**config.mk**
```make
export PLATFORM = sky130hd
export DESIGN_NAME = up_down_counter
export DESIGN_NICKNAME = d
export VERILOG_FILES = /design/src/rtl/up_down_counter.sv
export SDC_FILE = /design/constraint.sdc
export NUM_CORES = 1
export LEC_CHECK = 0
export CORE_AREA = 2 2 39 41
export DETAILED_ROUTE_END_ITERATION = 10
export DIE_AREA = 0 0 41 43
export PLACE_DENSITY_LB_ADDON = 0.3
export SYNTH_ARGS = -nofsm -noshare
export SYNTH_HDL_FRONTEND = slang
export SYNTH_SLANG_ARGS = --single-unit
```
**constraint.sdc**
```tcl
create_clock -name clk -period 1.3 [get_ports clk]
set_input_delay 0.195 -clock clk [delete_from_list [all_inputs] [get_ports clk]]
set_output_delay 0.195 -clock clk [all_outputs]
set_load 0.05 [all_outputs]
```
**src/rtl/up_down_counter.sv**
```systemverilog
// Prescaled wrap-around up/down counter: the prescaler runs every clock and its
// terminal count gates a single step of the direction-controlled counter.
module up_down_counter #(
    parameter int DIV_WIDTH = 3,
    parameter int CNT_WIDTH = 3
) (
    input  logic                 clk,
    input  logic                 rst,
    input  logic                 mode,
    output logic [DIV_WIDTH-1:0] clk_d,
    output logic [CNT_WIDTH-1:0] counter
);

    logic                 tick;
    logic [CNT_WIDTH-1:0] cnt_nxt;

    // Terminal count of the prescaler; this is an enable, never a derived clock.
    assign tick = &clk_d;

    always_comb begin
        cnt_nxt = counter;
        if (tick)
            cnt_nxt = mode ? counter + 1'b1 : counter - 1'b1;
    end

    always_ff @(posedge clk or posedge rst) begin
        if (rst) begin
            clk_d   <= '0;
            counter <= '0;
        end else begin
            clk_d   <= clk_d + 1'b1;
            counter <= cnt_nxt;
        end
    end

endmodule

```
; ---- Word-level counts from Yosys, hierarchy flattened
; Index checks and enable logic that the tools add are counted.
[word_totals]
out_inout_bits = 6
reg_bits = 6
[op_classes]
muxes = 1
addsub = 3
n_reduce_logical = 1
[ops]
columns = operator, count
row1 = adder 3 x 1 -> 3 bit (second input constant), 2
row2 = two-way mux 3 bit, 1
row3 = AND reduction 3 bit, 1
row4 = subtractor 3 x 1 -> 3 bit (second input constant), 1

; ---- Logic depth before layout (Yosys ltp)
; Gate-level depths: netlist of run 1.
[logic_depth]
depth_word = 2
ltp_mapped = 5

; ---- Least setup slack after synthesis of run 1
; No wires, ideal clock.
[synth_path]
path_type = reg-to-reg
start = reg counter[0]
end = reg counter[1]
arrival_time_ps = 1402
setup_slack_ps = -226
setup_ps = 125
path_buffers = 0
stages_incl_launch_ff = 3
cell_sequence = dfrtp_1 fa_1 mux2_2
[synth_between]
elab_chain_len = 2
[synth_rtl]
columns = element, line_no
row1 = "start, declared", 11  ; output logic [CNT_WIDTH-1:0] counter
row2 = "start signal, assigned", 32  ; counter <= cnt_nxt;
row3 = subtractor 3 x 1 -> 3 bit / adder 3 x 1 -> 3 bit (equally long branches), 23  ; cnt_nxt = mode ? counter + 1'b1 : counter - 1'b1;
row4 = two-way mux 3 bit *, 23
; Every way passes the cells marked *; elsewhere a longest branch is shown, timed or not.
; A chain may end at the register's enable or synchronous reset.

; ---- Worst setup path after layout of run 1
[layout_path]
start = reg counter[1]
end = reg counter[1]
; The elaborated chain is that of the path after synthesis.

==> summary.txt, run 1 <==
Status
  – Status: complete, no violations

Global routing
  – M2 GR Usage: 0.116
  – GR met1 Demand/Resource: 0.103
  – Number of global-route vias before repair: 221
  – First-pass GRT wire length: 952 um
  – Initial antenna violation count: 0
  – Grt met3 use: 0.0471
  – GR peak layer: met2
  – Gr ovfl total: 0
  – Pin count of the biggest net entering global routing: 7
  – GRT Util Overall: 0.0903

Pwr
  – VDD IR max: 0.000395 V
  – Cell-internal power: 0.467 mW
  – Register share of total power: 0.350
  – Clock power share: 0.242
  – Switching power: 0.226 mW
  – Pwr Density: 1440 mW/mm^2
  – Comb power frac: 0.407
  – Lkg Pwr: 0.236 nW
  – Sw Share: 0.327

Placed design
  – Dpl hpwl: 415 um
  – I/O Buffers: 8
  – Routability cong.: 0.603
  – Placed instance count: 45

STA
  – Slew headroom: 0.848
  – Tcrit/Tclk final: 0.963
  – RSZ-0062 raised after global routing: true
  – Setup TNS Final: 0 ns
  – Final Hold Vio Count: 0
  – Fin crit period: 1.25 ns
  – FMAX: 799 MHz
  – WHS: 0.166 ns
  – # setup viols final: 0
  – Slew @ Worst Pin: 0.228 ns
  – Pins Over Slew Limit: 0
  – Clock skew: 0.00204 ns

Worst setup path
  – Worst path slowest cell: fa_2
  – Critical path launch point: counter[1]$_DFFE_PP0P_
  – Delay-heaviest family, CP: adder cells
  – CP bufs+invs: 0
  – Worst path max stage delay: 0.45 ns
  – Critical-path maximum fanout: 2
  – Crit path launch type: flop
  – Reg2Reg Setup Slack: 0.05 ns
  – Reg-to-Reg Start: counter[1]$_DFFE_PP0P_
  – Crit Path Class: reg2reg
  – Crit end category: flop
  – Worst EP required: 1.42 ns
  – Arrival @ worst endpoint: 1.37 ns
  – Crit-path cells: fa_2, mux2_4

Finish
  – Final std cells w/o fill: 49
  – # diodes: 0
  – Layout cell share with drive strength beyond 1: 0.636
  – Nets: 41
  – Multi-input gate area: 95.1 sq um
  – Reg area: 155 sq um
  – Area Growth Syn to Fin: 93.9%
  – Fill cells: 143

Floorplanning
  – Die width: 41 um
  – Io pins: 9
  – Num rows: 14
  – Initial Util: 0.179
  – Chip height: 43 um
  – Die ar.: 0.00176 sq mm
  – Core area: 0.00138 sq mm

Drt
  – Pre-antenna DRT Iters: 3
  – DRC Markers: 0
  – Initial DRC Count: 1
  – Post-DRT Antenna Nets: 0
  – Drt wl/cell: 10.4 um
  – Final wirelength: 512 um
  – Vias per inst: 3.53
  – Vias: 173

Synthesis
  – Post-synth top area share: 0.606
  – Seq/Total Area, Yosys: 0.606
  – Mapped Nets: 23
  – Most common cell in the netlist: dfrtp_1
  – Seq cells post-synth: 6
  – Leading area contributor after synthesis: dfrtp_1
  – Top FF cell, synth: dfrtp_1
  – Post-synth cell types: 8
  – Asr flop ratio synth: 1.00
  – Synth top cells by count: dfrtp_1, inv_1, ha_1, xnor2_1
  – Number of flops mapped to enable cells by yosys: 0
  – Cell count after synthesis: 17
  – Warnings from Yosys: 0
  – Area contributors post-synth: dfrtp_1, ha_1, fa_1, xnor2_1, inv_1
  – Avg Cell Area, Syn: 14.6 sq um
  – Post-synthesis cell area: 248 sq um

Clock network
  – CTS Buffer Depth: 2
  – Clock transition at the registers of the reported paths: 0.04 ns
  – # hold bufs at CTS: 0
  – Latest clock arrival within the worst-skew pair: 0.24 ns
  – CTS tree: yes
  – Cts bufs inserted: 3
  – H-tree levels: 1
  – Root Buffer: clkbuf_4
  – Clock sink count: 6

Flow run
  – Number of max-cap violations: 0

Min path
  – Hold WC Path Type: in2async
-- metal layers --
layer,wire (um),vias to the layer above
li1,-,83
met1,216,81
met2,256,9
met3,40,0
met4,0,0
met5,0,-
-- metrics by stage --
stage	power, mW	instance area [sq um]	util	worst slack [ns]
after floorplan	0.366	255	-	-0.0833
after global placement	0.516	445	0.322	-0.257
after detailed placement	0.526	445	0.322	-0.273
after CTS	0.710	470	0.340	0.00123
after global routing	0.743	480	0.347	-0.0609
final	0.693	480	0.347	0.0477
-- path summary, 6_finish.rpt --
path | cells past startpoint | endpoint
setup / recovery | 2 | counter[1]$_DFFE_PP0P_
min in group clk | 1 | clk_d[1]$_DFF_PP0_
hold / removal | 2 | counter[2]$_DFFE_PP0P_
setup reg to reg | 2 | counter[1]$_DFFE_PP0P_
max in group asynchronous | 2 | counter[1]$_DFFE_PP0P_
hold reg to reg | 1 | clk_d[1]$_DFF_PP0_
-- cells in the final DEF (no fill, tap or decap) --
cell type        synthesis  layout
buf_12                   0       6
buf_4                    0       5
clkbuf_4                 0       3
clkdlybuf4s50_1          0       1
dfrtp_1                  6       2
dfrtp_2                  0       4
dlygate4sd2_1            0       1
fa_2                     0       1
ha_1                     2       1
ha_2                     0       1
inv_1                    3       3
mux2_4                   0       1
nand2_1                  1       1
xnor2_1                  2       2
xor2_1                   1       1
-- cell families after synthesis --
kind of cell               after synthesis  synth area share
buffers and inverters                    3            0.0455
and+or+nand+nor                          1            0.0151
adders and majority gates                3             0.182
DFF                                      6             0.606
xor gates and xnor gates                 3             0.106
muxes                                    1            0.0455
-- repair_timing --
action / 4_1_cts / 5_1_grt
endpoints found under the setup margin: 2 / 2
pin swaps: 1 / 3
setup buffers: 0 / 1
resized for setup: 2 / 1
-- area by class of cell --
type / instances / share of cell area
tap: 16 / 0.0417
sequential: 6 / 0.323
timing repair buffer: 13 / 0.367
inverter: 3 / 0.0234
clock buffer: 3 / 0.0469
multi-input combinational: 8 / 0.198
-- power groups by stage --
stage / combinational (mW) / clock [mW] / sequential [mW]
finish: 0.282 / 0.168 / 0.243
global route: 0.303 / 0.193 / 0.246
CTS: 0.288 / 0.180 / 0.242
detailed placement: 0.281 / 0 / 0.245
global placement: 0.273 / 0 / 0.243
floorplan: 0.0388 / 0 / 0.327
-- state kept, by name, indices dropped and copies added (netlist names) --
name and flops:
counter 3, clk_d 3
Note: power is estimated with default switching activity, not from simulation.
==> run 2: changes to the inputs <==
--- a/config.mk
+++ b/config.mk
@@ -6,6 +6,7 @@
 export NUM_CORES = 1
 export LEC_CHECK = 0
 export CORE_AREA = 2 2 39 41
+export CTS_CLUSTER_SIZE = 14
 export DETAILED_ROUTE_END_ITERATION = 10
 export DIE_AREA = 0 0 41 43
 export PLACE_DENSITY_LB_ADDON = 0.3
==> constraint.sdc (replaced) <==
create_clock -name clk -period 1.6 [get_ports clk]
set_input_delay 0.24 -clock clk [delete_from_list [all_inputs] [get_ports clk]]
set_output_delay 0.24 -clock clk [all_outputs]
set_load 0.05 [all_outputs]
==> run 2 against run 1 <==
Compared with the run above: cell area shrank 24%; non-clock buffer count decreased by 4; combinational power down 45%; register-to-register slack improved by 0.22 ns; critical path depth grew 4; power is 30% lower; largest power group is now registers; largest cell class is now sequential cells.
==> summary.txt, run 2 (synthesis gave the netlist of run 1 again) <==
Status
  – Status: complete, no violations

Finish
  – Final Core Density: 0.262 (-0.0850)
  – Layout cell share with drive strength beyond 1: 0.379 (-0.257)
  – Final std cells w/o fill: 45 (-8.2%)
  – Most common cell after layout, fill and taps aside: buf_4
  – Area Growth Syn to Fin: 46.5%
  – Fill cells: 151 (+5.6%)
  – Most frequent cells in the layout: buf_4, dfrtp_1, inv_1, clkbuf_4
  – # diodes: 0 (unchanged)
  – Top Registers: clk_d (3), counter (3)
  – Nets: 37 (-9.8%)

Worst setup path
  – Crit path launch type: primary input
  – Arrival @ worst endpoint: 1.58 ns (+0.21 ns)
  – Critical-path maximum fanout: 2 (unchanged)
  – Crit Path Class: in2reg
  – Crit end category: flop
  – Crit. path cell count: 6 (+4)
  – CP bufs+invs: 2 (+2)
  – Delay-heaviest family, CP: buffers and inverters
  – Worst path slowest cell: clkdlybuf4s50_1
  – Cell depth of the worst flop-to-flop path: 4 (+2)
  – Reg2Reg Setup Slack: 0.27 ns (+0.22 ns)
  – Worst EP required: 1.72 ns (+0.30 ns)
  – Most frequent CP cell: xnor2_1
  – Worst path max stage delay: 0.48 ns (+0.03 ns)
  – Crit-path cells: clkdlybuf4s50_1, inv_1, fa_1, xnor2_1, nand2_1, xnor2_1

Pwr
  – Pwr Density: 1330 mW/mm^2 (-7.8%)
  – Lkg Pwr: 0.197 nW (-17%)
  – Tot Pwr: 0.483 mW (-30%)
  – VDD IR max: 0.000391 V (-1.0%)

Floorplanning
  – Die width: 41 um (unchanged)
  – Num rows: 14 (unchanged)
  – Chip height: 43 um (unchanged)
  – Io pins: 9 (unchanged)
  – Die ar.: 0.00176 sq mm (unchanged)
  – Core area: 0.00138 sq mm (unchanged)
  – Initial Util: 0.179 (unchanged)

STA
  – FMAX: 683 MHz
  – Pins Over Slew Limit: 0 (unchanged)
  – Tcrit/Tclk final: 0.915
  – Clock skew: 0.00302 ns (+0.000983 ns)
  – # setup viols final: 0 (unchanged)
  – WHS: 0.208 ns (+0.0427 ns)
  – Fin crit period: 1.46 ns
  – RSZ-0062 raised after global routing: false
  – Final Worst Setup Slack: 0.137 ns (+0.0889 ns)
  – Final Hold Vio Count: 0 (unchanged)
  – Slew headroom: 0.853 (+0.00543)
  – Slew @ Worst Pin: 0.220 ns (-0.00814 ns)

Clock network
  – Root Buffer: clkbuf_4
  – Post-CTS Repair Setup Buffers: 0 (unchanged)
  – Clock transition at the registers of the reported paths: 0.05 ns (about the same)
  – CTS Buffer Depth: 2 (unchanged)
  – Cts bufs inserted: 3 (unchanged)
  – Post-CTS sizing: 0 (-2)
  – Latest clock arrival within the worst-skew pair: 0.24 ns (about the same)
  – H-tree levels: 1 (unchanged)
  – Clock sink count: 6 (unchanged)
  – # hold bufs at CTS: 0 (unchanged)
  – CTS tree: yes

Drt
  – Pre-antenna DRT Iters: 1 (-2)
  – DRC Markers: 0 (unchanged)
  – Vias per inst: 3.67 (+3.9%)
  – Final wirelength: 446 um (-13%)
  – Vias: 165 (-4.6%)
  – Drt wl/cell: 9.91 um (-5.1%)
  – Initial DRC Count: 0 (-1)
  – Post-DRT Antenna Nets: 0 (unchanged)

Global routing
  – Number of global-route vias before repair: 159 (-28%)
  – First-pass GRT wire length: 641 um (-33%)
  – Initial antenna violation count: 0 (unchanged)
  – Gr ovfl total: 0 (unchanged)
  – GRT Util Overall: 0.0598 (-0.0305)
  – Pin count of the biggest net entering global routing: 7 (unchanged)

Placed design
  – Place WS: -0.128 ns (+0.145 ns)
  – Placed instance count: 42 (-6.7%)
  – Routability cong.: 0.562 (-6.7%)
  – Dpl hpwl: 358 um (-14%)
  – I/O Buffers: 8 (unchanged)

Min path
  – Hold WC Path Type: in2async

Flow run
  – Number of max-cap violations: 0 (unchanged)
run 2: final cells by class:
| type | count | area (sq um) | area share |
|---|---|---|---|
| Tap cell | 16 | 20.0 | 0.0552 |
| Clock buffer | 3 | 22.5 | 0.0621 |
| Inverter | 3 | 11.3 | 0.0310 |
| Timing Repair Buffer | 9 | 72.6 | 0.200 |
| Multi-Input combinational cell | 8 | 86.3 | 0.238 |
| Sequential cell | 6 | 150 | 0.414 |
run 2: layer usage:
layer  vias up  track usage  wire, um
met5         -            0         0
met4         0       0.0200         0
met3         0       0.0471        52
met2         9       0.0719       196
met1        79       0.0795       197
li1         77            -         -
run 2: path summary, 6_finish.rpt:
| path | start | to |
|---|---|---|
| worst min-delay path | rst | clk_d[1]$_DFF_PP0_ |
| worst min register to register | clk_d[0]$_DFF_PP0_ | clk_d[0]$_DFF_PP0_ |
| worst max-delay path | mode | counter[2]$_DFFE_PP0P_ |
| max in group asynchronous | rst | counter[2]$_DFFE_PP0P_ |
| min in group clk | clk_d[0]$_DFF_PP0_ | clk_d[0]$_DFF_PP0_ |
| worst max register to register | counter[0]$_DFFE_PP0P_ | counter[2]$_DFFE_PP0P_ |
run 2: worst reg2reg max path: stages (launching register included):
cell and delay (ns):
dfrtp_1 0.42, fa_1 0.42, xnor2_1 0.16, nand2_1 0.09, xnor2_1 0.13
run 2: per-stage QoR:
step | TNS (ns) | area, sq um
after floorplan | 0 | 248
after global placement | -0.0893 | 340
after detailed placement | -0.196 | 340
after CTS | 0 | 363
after global routing | 0 | 363
final | 0 | 363
run 2: power breakdown:
group	internal, mW	total [mW]	switching, mW	leakage (nW)
sequential	0.173	0.189	0.0163	0.0751
combinational	0.0548	0.154	0.0995	0.108
clock	0.0848	0.139	0.0542	0.0138
total	0.313	0.483	0.170	0.197
